File: src/rtl/game_timer_pkg.sv
// game_timer_pkg: state encoding and count-direction constants shared by the game timer.
package game_timer_pkg;
  typedef enum logic [1:0] {
    IDLE    = 2'd0,
    RUN     = 2'd1,
    PAUSE   = 2'd2,
    EXPIRED = 2'd3
  } state_e;
  localparam logic DIR_UP   = 1'b0;
  localparam logic DIR_DOWN = 1'b1;
endpackage

File: src/rtl/tick_prescaler.sv
// tick_prescaler: divides clk25 by CLK_HZ, flagging the enabled cycle that wraps the count.
module tick_prescaler #(
  parameter int CLK_HZ = 25_000_000
) (
  input  logic clk25,
  input  logic reset_n,
  input  logic en,
  input  logic clr,
  output logic tick
);
  localparam int PW = $clog2(CLK_HZ);
  localparam logic [PW-1:0] LAST = PW'(CLK_HZ - 1);
  logic [PW-1:0] cnt_q, cnt_d;
  assign tick = en && !clr && cnt_q == LAST;
  always_comb begin
    cnt_d = clr ? '0 : en ? (tick ? '0 : cnt_q + 1'b1) : cnt_q;
  end
  always_ff @(posedge clk25 or negedge reset_n) begin
    if (!reset_n) cnt_q <= '0;
    else          cnt_q <= cnt_d;
  end
endmodule

File: src/rtl/game_timer_ctrl.sv
// game_timer_ctrl: up/down game clock with start/stop/pause/clear/load control and
// single-cycle tick and expiry pulses.
module game_timer_ctrl #(
  parameter int CLK_HZ = 25_000_000,
  parameter int SEC_W  = 8
) (
  input  logic             clk25,
  input  logic             reset_n,
  input  logic             start,
  input  logic             stop,
  input  logic             pause,
  input  logic             clear,
  input  logic             load,
  input  logic [SEC_W-1:0] load_val,
  input  logic             dir,
  input  logic [SEC_W-1:0] limit,
  output logic [SEC_W-1:0] seconds,
  output logic             sec_tick,
  output logic             expired,
  output logic             running,
  output logic [1:0]       state
);
  import game_timer_pkg::*;
  state_e state_q, state_d;
  logic [SEC_W-1:0] seconds_q, seconds_d, start_val, step_val;
  logic dir_q, dir_d, sec_tick_q, sec_tick_d, expired_q, expired_d, running_q, running_d;
  logic active, can_start, pre_en, pre_clr, pre_tick;
  assign active    = state_q == RUN || state_q == PAUSE;
  assign can_start = start && !active;
  // The prescaler only advances on cycles where no command overrides counting.
  assign pre_en    = !clear && !stop && !load && active && !pause;
  assign pre_clr   = clear || stop || can_start;
  tick_prescaler #(.CLK_HZ(CLK_HZ)) u_pre (
    .clk25  (clk25),
    .reset_n(reset_n),
    .en     (pre_en),
    .clr    (pre_clr),
    .tick   (pre_tick)
  );
  always_comb begin
    state_d    = state_q;
    seconds_d  = seconds_q;
    dir_d      = dir_q;
    sec_tick_d = 1'b0;
    expired_d  = 1'b0;
    start_val  = load ? load_val : seconds_q;
    step_val   = dir_q ? seconds_q - 1'b1 : seconds_q + 1'b1;
    if (clear) begin
      seconds_d = '0;
      state_d   = IDLE;
    end else if (stop) begin
      state_d = IDLE;
    end else if (load || can_start) begin
      seconds_d = start_val;
      if (can_start) begin
        dir_d     = dir;
        expired_d = dir == DIR_DOWN && start_val == '0;
        state_d   = (dir == DIR_DOWN && start_val == '0) ? EXPIRED : RUN;
      end
    end else if (active) begin
      state_d = pause ? PAUSE : RUN;
      if (pre_tick) begin
        sec_tick_d = 1'b1;
        seconds_d  = step_val;
        if (dir_q ? step_val == '0 : (limit != '0 && step_val == limit)) begin
          state_d   = EXPIRED;
          expired_d = 1'b1;
        end
      end
    end
    running_d = state_d == RUN;
  end
  always_ff @(posedge clk25 or negedge reset_n) begin
    if (!reset_n) begin
      state_q    <= IDLE;
      seconds_q  <= '0;
      dir_q      <= DIR_UP;
      sec_tick_q <= 1'b0;
      expired_q  <= 1'b0;
      running_q  <= 1'b0;
    end else begin
      state_q    <= state_d;
      seconds_q  <= seconds_d;
      dir_q      <= dir_d;
      sec_tick_q <= sec_tick_d;
      expired_q  <= expired_d;
      running_q  <= running_d;
    end
  end
  assign seconds  = seconds_q;
  assign sec_tick = sec_tick_q;
  assign expired  = expired_q;
  assign running  = running_q;
  assign state    = state_q;
endmodule
File: config.mk
export PLATFORM = sky130hd
export DESIGN_NAME = game_timer_ctrl
export DESIGN_NICKNAME = d
export VERILOG_FILES = /design/src/rtl/game_timer_pkg.sv /design/src/rtl/tick_prescaler.sv /design/src/rtl/game_timer_ctrl.sv
export SDC_FILE = /design/constraint.sdc
export NUM_CORES = 1
export LEC_CHECK = 0
export BUFFER_PORTS_ARGS = -buffer_cell sky130_fd_sc_hd__buf_2
export CORE_ASPECT_RATIO = 1.4
export CORE_UTILIZATION = 45
export DETAILED_ROUTE_END_ITERATION = 10
export RECOVER_POWER = 50
export SETUP_SLACK_MARGIN = 0.4
export SYNTH_ARGS = -nofsm -noshare
export SYNTH_HDL_FRONTEND = slang
export SYNTH_SLANG_ARGS = --single-unit
File: constraint.sdc
create_clock -name clk25 -period 3.5 [get_ports clk25]
set_input_delay 0.525 -clock clk25 [delete_from_list [all_inputs] [get_ports clk25]]
set_output_delay 0.525 -clock clk25 [all_outputs]
set_load 0.01 [all_outputs]
Yosys cells after proc, flatten, opt, wreduce, memory -nomap -nowiden
Cells that the tools add are included.
Widths: inputs -> output; s select.

operators by class
  reduce and logical (&&, ||, !) cells = 27
  bitwise gates (word level) = 2
  equal/unequal tests = 6
  muxes and demuxes = 32
  add/subtract/negate cells = 3

operators with widths
  operator               count
  $mux 25                3
  $mux 8                 7
  $add 25x1->25 const B  1
  $eq 25x25->1 const B   1
  $mux 2                 9
  $logic_not 8->1        2
  $mux 1                 13
  $logic_and 1x1->1      9
  $add 8x1->8 const B    1
  $eq 8x8->1             1
  $reduce_bool 8->1      1
  $sub 8x1->8 const B    1
  $logic_not 1->1        6
  $reduce_bool 3->1      2
  $eq 2x1->1 const B     2
  $logic_or 1x1->1       4
  $reduce_and 4->1       1
  $reduce_and 3->1       1
  $eq 2x2->1 const B     1
  $ne 2x1->1 const B     1
  $not 1->1              2
  $reduce_bool 2->1      1

storage, ports and cells
  flip-flop bits (word level) = 39
  word-level logic and storage cells = 77
  input port bits = 24
  output and inout bits = 13

Depth between registers and ports, before layout
Gate-level depths: netlist (run 1).

  depth in word-level cells = 14
  gate-level depth with buffers = 9
  mapped depth without buffers = 8

By module
Synthesis (run 1) repeated with hierarchy kept, for this count alone.

unflattened totals
  cell total of the unflattened synthesis = 359
  area total of the unflattened synthesis = 2,969.1 um^2

by module, submodules not included
  module           sequential area each (um^2)  cells each  instances  area an instance (um^2)
  tick_prescaler   625.6                        188         1          1,614.0
  game_timer_ctrl  350.3                        171         1          1,355.0

Worst setup path before layout (run 1)
No wires, ideal clock.

  kind = reg-to-reg
  from = reg dir_q
  to = reg running_q, in the netlist running
  path buffers = 1
  data arrival time = 2.661 ns
  data required time = 3.376 ns
  path slack = 0.715 ns
  cell stages (with the launch flop) = 10
  cell sequence = dfrtp_1 -> ha_1 -> buf_2 -> xor2_1 -> and3_4 -> a2111oi_2 -> o311ai_1 -> or4_1 -> and3_1 -> o31a_1

on the way
  word-level cells in the longest chain between the ends = 11
  elaborated cells between the ends (all ways) = 12

RTL lines
  what                    line                   source
  from (decl)             game_timer_ctrl.sv:26  logic dir_q, dir_d, sec_tick_q, sec_tick_d, expired_q, expired_d, running_q, running_d;
  from (signal assigned)  game_timer_ctrl.sv:84  dir_q <= dir_d;
  $mux 8                  game_timer_ctrl.sv:47  step_val = dir_q ? seconds_q - 1'b1 : seconds_q + 1'b1;
  $eq 8x8->1              game_timer_ctrl.sv:65  if (dir_q ? step_val == '0 : (limit != '0 && step_val == limit)) begin
  $logic_and 1x1->1       game_timer_ctrl.sv:65
  $mux 1 *                game_timer_ctrl.sv:65
  $mux 2 *                game_timer_ctrl.sv:65
  $mux 2 *                game_timer_ctrl.sv:62  if (pre_tick) begin
  $mux 2 *                game_timer_ctrl.sv:60  end else if (active) begin
  $mux 2 *                game_timer_ctrl.sv:53  end else if (load || can_start) begin
  $mux 2 *                game_timer_ctrl.sv:51  end else if (stop) begin
  $mux 2 *                game_timer_ctrl.sv:48  if (clear) begin
  $eq 2x1->1 *            game_timer_ctrl.sv:71  running_d = state_d == RUN;
  net running_d           game_timer_ctrl.sv:26
  to (signal assigned)    game_timer_ctrl.sv:87  running_q <= running_d;
  to (decl)               game_timer_ctrl.sv:26

The timed path passes the listed nets; every way through them passes the cells marked *.
A chain may end at the register's enable or synchronous reset.

Final worst setup path (run 1)
Ends and elaborated chain as after synthesis.

==> results of run 1 <==
==> final cells by class <==
class | instances | area (µm²) | area share
Inverter | 10 | 37.54 | 0.01159
Clock buffer | 6 | 72.57 | 0.02240
Clock inverter | 2 | 12.51 | 0.003862
Tap cell | 72 | 90.09 | 0.02781
Timing Repair Buffer | 42 | 216.5 | 0.06682
Sequential cell | 39 | 977.2 | 0.3017
Multi-Input combinational cell | 284 | 1833 | 0.5659
==> repair_timing <==
action / CTS / global route
gates resized for setup: 0 / 6
setup endpoints to repair: 0 / 3
buffers inserted: 0 / 0
hold buffers: 0 / 0
==> worst max-delay path, delay by kind of cell (launching register included) <==
family	cells	cell delay (ns)
fa+ha+maj	1	0.64
flops	1	0.52
xor+xnor	1	0.13
simple gates	5	1.27
compound gates	1	0.27
==> metal layers <==
layer  part of all wire  vias up
met1               0.41     1340
met5                  0        -
met4              0.028        0
met2               0.52       75
li1                   -     1375
met3              0.035       18
==> power breakdown <==
part	switching, W	internal [W]	leakage (nW)
clock network	0.000160	0.000139	0.0412
registers	0.0000260	0.000461	0.536
logic	0.000227	0.000174	0.770
==> state kept, by name, indices dropped and copies added, names as in the netlist <==
name	flops
state	2
expired	1
u_pre.cnt_q	25
dir_q	1
sec_tick	1
seconds	8
running	1
==> layout by cell type (no fill, tap or decap), drive strengths merged, types with 3 or more instances in the layout <==
cell type and n:
a2111oi 4, nor2 41, xor2 5, nand3 14, buf 35, nand2 26
and3 8, nor4 11, and4 4, clkbuf 13, xnor2 8, o31ai 7
inv 10, nor3 18, o21ai 43, a31oi 13, o2bb2ai 3, a21oi 13
ha 8, a21o 4, dfrtp 39, nand4 9
==> metrics by stage <==
stage	worst slack (ns)	util	instance area [µm²]	total power (W)	hold WS, ns
2_1_floorplan	0.7147	-	2927	0.0007840	0.2294
3_3_place_gp	0.4678	0.5024	3142	0.0008842	0.4734
3_5_place_dp	0.4228	0.5024	3142	0.0008843	0.4667
4_1_cts	0.4081	0.5160	3227	0.001186	0.4021
5_1_grt	0.4137	0.5180	3239	0.001263	0.5242
6_report	0.5527	0.5180	3239	0.001187	0.4777
==> cell families after synthesis <==
kind of cell / Yosys count / synth area share
compound gates: 109 / 0.2501
xor+xnor: 15 / 0.05430
fa+ha+maj: 9 / 0.04104
buf+inv: 29 / 0.04873
flops: 39 / 0.3335
mux: 2 / 0.007268
simple gates: 149 / 0.2651
==> final timing paths <==
path                                   end  slack (ns)  cells past startpoint
max in group asynchronous            dir_q        1.13                      1
max reg2reg                        running        0.55                      8
min in group asynchronous       seconds[4]        0.90                      1
min                        u_pre.cnt_q[12]        0.48                      1
min reg2reg                u_pre.cnt_q[12]        0.48                      1
max                                running        0.55                      8
==> flow_metrics.env, run 1 <==
export IMPL_worst_path_max_delay_cell="fa_2"
export IMPL_hold_start="u_pre.cnt_q[12]"
export IMPL_area_delta_synth_final_pct=10.69
export IMPL_synth_common_cells="o21ai_0 (42), nor2_1 (41), dfrtp_1 (39)"
export IMPL_drt_iter0_drc=189
export IMPL_die_x_um=70.16
export IMPL_synth_edff_count=0
export IMPL_required_ns=3.67
export IMPL_gr_total_overflow=0
export IMPL_synth_area_leader_cell="dfrtp_1"
export IMPL_slew_viol_final=40
export IMPL_use_met2=0.4342
export IMPL_ys_seq_elements=39
export IMPL_critPathKind="reg -> reg"
export IMPL_top_usage_layer="met2"
export IMPL_hold_path_class="reg -> reg"
export IMPL_place_inst=447
export IMPL_clk_path_buf_depth=2
export IMPL_grt_pass1_wl_mm=13.30
export IMPL_ys_types=69
export IMPL_worstPathMaxFanout=13
export IMPL_io_pins=37
export IMPL_slew_headroom=-0.5121
export IMPL_ys_seq_area_frac=0.3335
export IMPL_routed_wl_mm=7.961
export IMPL_gp_congestion=0.9252
export IMPL_cts_tree="done"
export IMPL_cts_sinks=39
export IMPL_yosysWarnings=0
export IMPL_first_pass_iters=4
export IMPL_rr_startpoint="dir_q"
export IMPL_worstSetupStartpointType="flip-flop"
export IMPL_cpPeakStageDelay_ns=0.64
export IMPL_final_hold_viol_count=0
export IMPL_die_area_um2=6835
export IMPL_grt_util_met3=0.02801
export IMPL_netlist_top_cells_area="dfrtp_1 (33%), o21ai_0 (7.2%), nor2_1 (5.3%)"
export IMPL_synth_most_common_cell="o21ai_0"
export IMPL_numCtsBuffers=5
export IMPL_synth_nets=385
export IMPL_tightest_slew_ns=2.268
export IMPL_crit_arrival_ns=3.12
export IMPL_die_y_um=97.42
export IMPL_row_count=34
export IMPL_fin_skew_ns=0.008098
export IMPL_clk_pin_slew_ns=0.08
export IMPL_cap_violations=1
export IMPL_routed_via_count=2808
export IMPL_drc=0
export IMPL_startpoint="dir_q"
export IMPL_period_needed_ns=2.947
export IMPL_grt_pass1_vias=2690
export IMPL_path_cells="fa_2 > xnor2_1 > nand4b_1 > nor4_1 > nand4_1 > or4_1 > and3_1 > o31a_1"
export IMPL_start_util=0.4680
export IMPL_setup_viol_count_final=0
export IMPL_final_setup_tns_ns=0
export IMPL_synth_top_area_frac=0.3335
export IMPL_cts_root_buf="clkbuf_8"
export IMPL_leakage_nw=1.348
export IMPL_power_density_nw_per_um2=366.5
export IMPL_ant_nets=0
export IMPL_grt_max_degree=40
export IMPL_outcome="finished, violations left"
export IMPL_io_buffer_count=36
export IMPL_synth_area_um2=2927
export IMPL_dp_hpwl_mm=5.748
export IMPL_synth_avg_cell_area_um2=8.314
export IMPL_clock_latency_ns=0.29
export IMPL_met1_usage=0.2984
export IMPL_vdd_drop_max_uv=219.3
export IMPL_nNetsFinal=415
export IMPL_antenna_found_initial=0
export IMPL_endpoint_kind="flip-flop"
export IMPL_failed_checks="capacitance limit, slew limit"
export IMPL_detail_route_wl_per_cell_um=17.50
export IMPL_fmax_mhz=339.3
export IMPL_core_area_um2=6254
export IMPL_vias_per_cell=6.171
export IMPL_grt_usage=0.2441
export IMPL_drive_gt1_frac=0.1645
export IMPL_min_period_over_period=0.8421
export IMPL_rsz0062_at_grt="no"
export IMPL_num_antenna_cells=0
export IMPL_synthFlopType="dfrtp_1"
export IMPL_instances_no_fill=455
export IMPL_async_flop_share=1.000
export IMPL_synth_cells=352
export IMPL_fillCellCount=604
export IMPL_htreeDepth=2
No activity file was read; power rests on OpenSTA's default activity.
==> run 2, diff against run 1 <==
- clock period: 3.5 -> 2.8 ns (I/O delays scaled with it)
==> flow_metrics.env, run 2 (synthesized netlist as in run 1, its figures left out) <==
export IMPL_area_delta_synth_final_pct=28.82
export IMPL_post_route_util=0.6028
export IMPL_worst_path_max_delay_cell="dfrtp_2"
export IMPL_fin_skew_ns=0.01336
export IMPL_rsz0062_at_grt="yes"
export IMPL_numCtsBuffers=5
export IMPL_die_y_um=97.42
export IMPL_grt_usage=0.2564
export IMPL_crit_arrival_ns=2.94
export IMPL_dp_hpwl_mm=6.050
export IMPL_outcome="finished, violations left"
export IMPL_io_pins=37
export IMPL_required_ns=3.00
export IMPL_fillCellCount=578
export IMPL_path_delay_family="compound AO/OA/AOI/OAI gates"
export IMPL_start_util=0.4680
export IMPL_cap_violations=1
export IMPL_tightest_slew_ns=2.169
export IMPL_grt_pass1_vias=2921
export IMPL_fmax_mhz=364.3
export IMPL_antenna_found_initial=0
export IMPL_io_buffer_count=36
export IMPL_core_area_um2=6254
export IMPL_cts_sinks=39
export IMPL_critPathKind="reg -> reg"
export IMPL_row_count=34
export IMPL_gr_total_overflow=0
export IMPL_worstSetupStartpointType="flip-flop"
export IMPL_drive_gt1_frac=0.2922
export IMPL_hold_path_class="in -> reg"
export IMPL_final_hold_viol_count=0
export IMPL_multi_input_area_um2=2027
export IMPL_htreeDepth=2
export IMPL_endpoint_kind="flip-flop"
export IMPL_cts_tree="done"
export IMPL_grt_max_degree=40
export IMPL_worstPathMaxFanout=6
export IMPL_largest_reg_flops=25
export IMPL_num_antenna_cells=0
export IMPL_finalPower_w=0.001786
export IMPL_die_area_um2=6835
export IMPL_layout_common_cells="o21ai_0 (42), nor2_1 (41), dfrtp_1 (38), buf_4 (38), buf_2 (31)"
export IMPL_ant_nets=0
export IMPL_largest_register="u_pre.cnt_q"
export IMPL_vdd_drop_max_uv=307.4
export IMPL_setup_viol_count_final=0
export IMPL_final_common_cell="o21ai_0"
export IMPL_grt_pass1_wl_mm=14.06
export IMPL_period_needed_ns=2.745
export IMPL_first_pass_iters=4
export IMPL_nNetsFinal=453
export IMPL_place_inst=470
export IMPL_slew_headroom=-0.4457
export IMPL_register_area_um2=977.2
export IMPL_clk_pin_slew_ns=0.09
export IMPL_routed_via_count=2981
export IMPL_clock_latency_ns=0.30
export IMPL_power_density_nw_per_um2=473.9
export IMPL_failed_checks="capacitance limit, slew limit"
export IMPL_cts_root_buf="clkbuf_8"
export IMPL_detail_route_wl_per_cell_um=17.19
export IMPL_cpPeakStageDelay_ns=0.47
export IMPL_instances_no_fill=493
export IMPL_path_cells="buf_12 > buf_6 > ha_4 > a211o_1 > a2111oi_4 > o311ai_2 > or4_4 > and3_4 > o31a_1"
export IMPL_min_period_over_period=0.9805
export IMPL_gp_congestion=0.8645
export IMPL_slew_viol_final=40
export IMPL_drc=0
export IMPL_die_x_um=70.16
export IMPL_routed_wl_mm=8.475
export IMPL_clk_path_buf_depth=2
export IMPL_worst_path_buf_inv=2
export IMPL_vias_per_cell=6.047
export IMPL_ctsHoldBuffers=0
export IMPL_drt_iter0_drc=161
export IMPL_leakage_nw=1.602
==> run 2: cell count changes in the layout (fill, tap and decap cells not counted), moves of 3 or more <==
cell	delta
buf_4	+32
ha_1	-3
xnor2_1	-3
nor4_1	-3
xnor2_2	+3
nor4_2	+3
ha_4	+4
==> run 2: worst paths after layout <==
kind,startpoint,endpoint,slack (ns),cells past startpoint
worst min register to register,u_pre.cnt_q[12],u_pre.cnt_q[12],0.48,1
min in group asynchronous,reset_n,seconds[3],0.74,1
worst min-delay path,dir,dir_q,0.40,2
worst max register to register,dir_q,running,0.05,9
max in group asynchronous,reset_n,dir_q,0.64,1
worst max-delay path,dir_q,running,0.05,9
==> run 2: metrics by stage <==
step	hold WS (ns)	TNS (ns)	worst slack, ns	instance area (µm²)
global route	0.3999	-0.01644	-0.01644	3770
CTS	0.2719	0	0.05084	3650
detailed placement	0.4721	-0.03706	-0.03706	3432
floorplan	0.1244	0	0.09739	3032
finish	0.3989	0	0.05471	3770
global placement	0.4703	-0.01509	-0.01509	3432
==> run 2: metal layers <==
metal  track usage  vias to the layer above  wire, µm
met3       0.03734                       21       296
met2        0.4749                       73      4561
met4       0.08615                        0       246
met5             0                        -         0
li1              -                     1454         -
met1        0.2954                     1433      3370
==> run 2: worst register-to-register path: cells and delay by family (launching register included) <==
| kind | cells | cell delay (ns) |
|---|---|---|
| buffers and inverters | 2 | 0.27 |
| AOI/OAI and AO/OA | 4 | 1.02 |
| adders and majority gates | 1 | 0.26 |
| DFF | 1 | 0.47 |
| and+or+nand+nor | 2 | 0.62 |
==> run 2: cell type report <==
cell class,instances,area share
Tap cell,72,0.02390
Sequential cell,39,0.2592
Inverter,10,0.009957
Clock buffer,7,0.02290
Multi-Input combinational cell,284,0.5377
Clock inverter,1,0.002323
Timing Repair Buffer,80,0.1440
==> run 2: timing repair <==
item	CTS	global route
resized for setup	8	16
setup buffers	11	3
cloned	0	1
pin swaps	16	9
endpoints found under the setup margin	5	22
==> run 2: where the power goes <==
part           switching [W]  internal, W  total, W
logic               0.000371     0.000397  0.000768
registers          0.0000241     0.000576  0.000601
clock network       0.000216     0.000202  0.000418
==> run 3, diff against run 2 <==
- REMOVE_ABC_BUFFERS: not set -> 1
==> flow_metrics.env, run 3 (synthesized netlist as in run 1, its figures left out) <==
export IMPL_failed_checks="capacitance limit, slew limit, setup timing"
export IMPL_endpoint_kind="flip-flop"
export IMPL_grt_usage=0.2740
export IMPL_crit_arrival_ns=3.02
export IMPL_slew_headroom=-0.4124
export IMPL_final_hold_viol_count=0
export IMPL_grt_pass1_wl_mm=14.79
export IMPL_dp_slack_ns=-0.2557
export IMPL_clk_path_buf_depth=2
export IMPL_clk_pin_slew_ns=0.07
export IMPL_use_met2=0.4941
export IMPL_cts_sinks=39
export IMPL_cap_violations=1
export IMPL_detail_route_wl_per_cell_um=17.69
export IMPL_worstPathMaxFanout=4
export IMPL_ctsHoldBuffers=0
export IMPL_leakage_nw=1.694
export IMPL_drt_iter0_drc=212
export IMPL_core_area_um2=6254
export IMPL_io_buffer_count=36
export IMPL_hold_ws_ns=0.4073
export IMPL_io_pins=37
export IMPL_routed_via_count=3103
export IMPL_grt_pass1_vias=3051
export IMPL_die_area_um2=6835
export IMPL_htreeDepth=2
export IMPL_top_usage_layer="met2"
export IMPL_die_x_um=70.16
export IMPL_cts_tree="done"
export IMPL_power_density_nw_per_um2=463.5
export IMPL_grt_max_degree=40
export IMPL_instances_no_fill=511
export IMPL_row_count=34
export IMPL_min_period_over_period=1.018
export IMPL_largest_reg_flops=25
export IMPL_met1_usage=0.3115
export IMPL_vias_per_cell=6.072
export IMPL_fmax_mhz=350.9
export IMPL_slew_viol_final=40
export IMPL_critPathKind="reg -> reg"
export IMPL_antenna_found_initial=0
export IMPL_vdd_drop_max_uv=302.6
export IMPL_post_route_util=0.6283
export IMPL_final_common_cell="buf_4"
export IMPL_largest_register="u_pre.cnt_q"
export IMPL_drc=0
export IMPL_gr_total_overflow=0
export IMPL_required_ns=2.97
export IMPL_outcome="finished, violations left"
export IMPL_cts_root_buf="clkbuf_8"
export IMPL_first_pass_iters=4
export IMPL_start_util=0.4680
export IMPL_hold_path_class="in -> reg"
export IMPL_num_antenna_cells=0
export IMPL_gp_congestion=0.9458
export IMPL_ant_nets=0
export IMPL_fin_skew_ns=0.006186
export IMPL_worstSetupStartpointType="flip-flop"
export IMPL_grt_util_met3=0.03320
export IMPL_nNetsFinal=472
export IMPL_fillCellCount=550
export IMPL_dp_hpwl_mm=6.465
export IMPL_setup_ws_ns=-0.04975
export IMPL_drive_gt1_frac=0.3280
export IMPL_clock_latency_ns=0.29
export IMPL_setup_viol_count_final=2
export IMPL_area_delta_synth_final_pct=34.25
export IMPL_numCtsBuffers=5
export IMPL_rsz0062_at_grt="yes"
export IMPL_die_y_um=97.42
export IMPL_tightest_slew_ns=2.119
export IMPL_period_needed_ns=2.850
export IMPL_layout_common_cells="buf_4 (52), nor2_1 (41), o21ai_0 (37), dfrtp_1 (37), buf_2 (31)"
export IMPL_place_inst=489
export IMPL_routed_wl_mm=9.040
-- run 3: changes by cell type in the layout (fill, tap and decap cells not counted), sizes merged --
cell    before  now
buf         72   92
clkbuf      15   13
-- run 3: metrics by stage --
stage	instance area, µm²	total power, W	setup TNS (ns)
2_1_floorplan	2821	0.0009566	-0.01629
3_3_place_gp	3482	0.001228	-0.4235
3_5_place_dp	3482	0.001231	-0.4640
4_1_cts	3840	0.001781	-0.06869
5_1_grt	3929	0.001914	-0.2673
6_report	3929	0.001821	-0.06036
-- run 3: timing repair --
item,in CTS,in global routing
gates resized for setup,37,15
buffers inserted,10,4
pin swaps,15,14
hold endpoints to repair,0,0
setup endpoints to repair,6,30
cloned,0,1
-- run 3: final timing paths --
path / start / to / slack (ns) / cells past startpoint
max: dir_q / running / -0.05 / 10
min reg2reg: u_pre.cnt_q[24] / u_pre.cnt_q[24] / 0.49 / 1
min: load_val[5] / seconds[5] / 0.41 / 3
min in group asynchronous: reset_n / state[1] / 0.74 / 1
max in group asynchronous: reset_n / u_pre.cnt_q[8] / 0.70 / 1
max reg2reg: dir_q / running / -0.05 / 10
-- run 3: area by class of cell --
class                   count  area (µm²)  share of cell area
clock buffers               6       82.58             0.02102
clock inverters             1       5.005            0.001274
inverters                  10       37.54            0.009554
multi-input cells         284        2014              0.5127
flip-flops and latches     39       978.4              0.2490
well taps                  72       90.09             0.02293
repair buffers             99       720.7              0.1834
-- run 3: critical path: stages (launching register included) --
cell and delay [ns]:
dfrtp_2 0.41, buf_6 0.14, fa_2 0.54, buf_6 0.10, xnor2_1 0.11, nand4b_1 0.13
nor4_2 0.22, nand4_1 0.12, or4_4 0.55, and3_4 0.17, o31a_1 0.24
-- run 3: power breakdown --
part	total (W)	switching (W)	leakage (nW)	internal (W)
sequential	0.000593	0.0000164	0.535	0.000577
combinational	0.000846	0.000402	1.11	0.000444
clock	0.000382	0.000189	0.0470	0.000193
-- run 3: layer usage --
metal	share of wire	routed length [µm]
met4	0.040	359
met1	0.39	3494
met5	0	0
met3	0.030	275
met2	0.54	4910
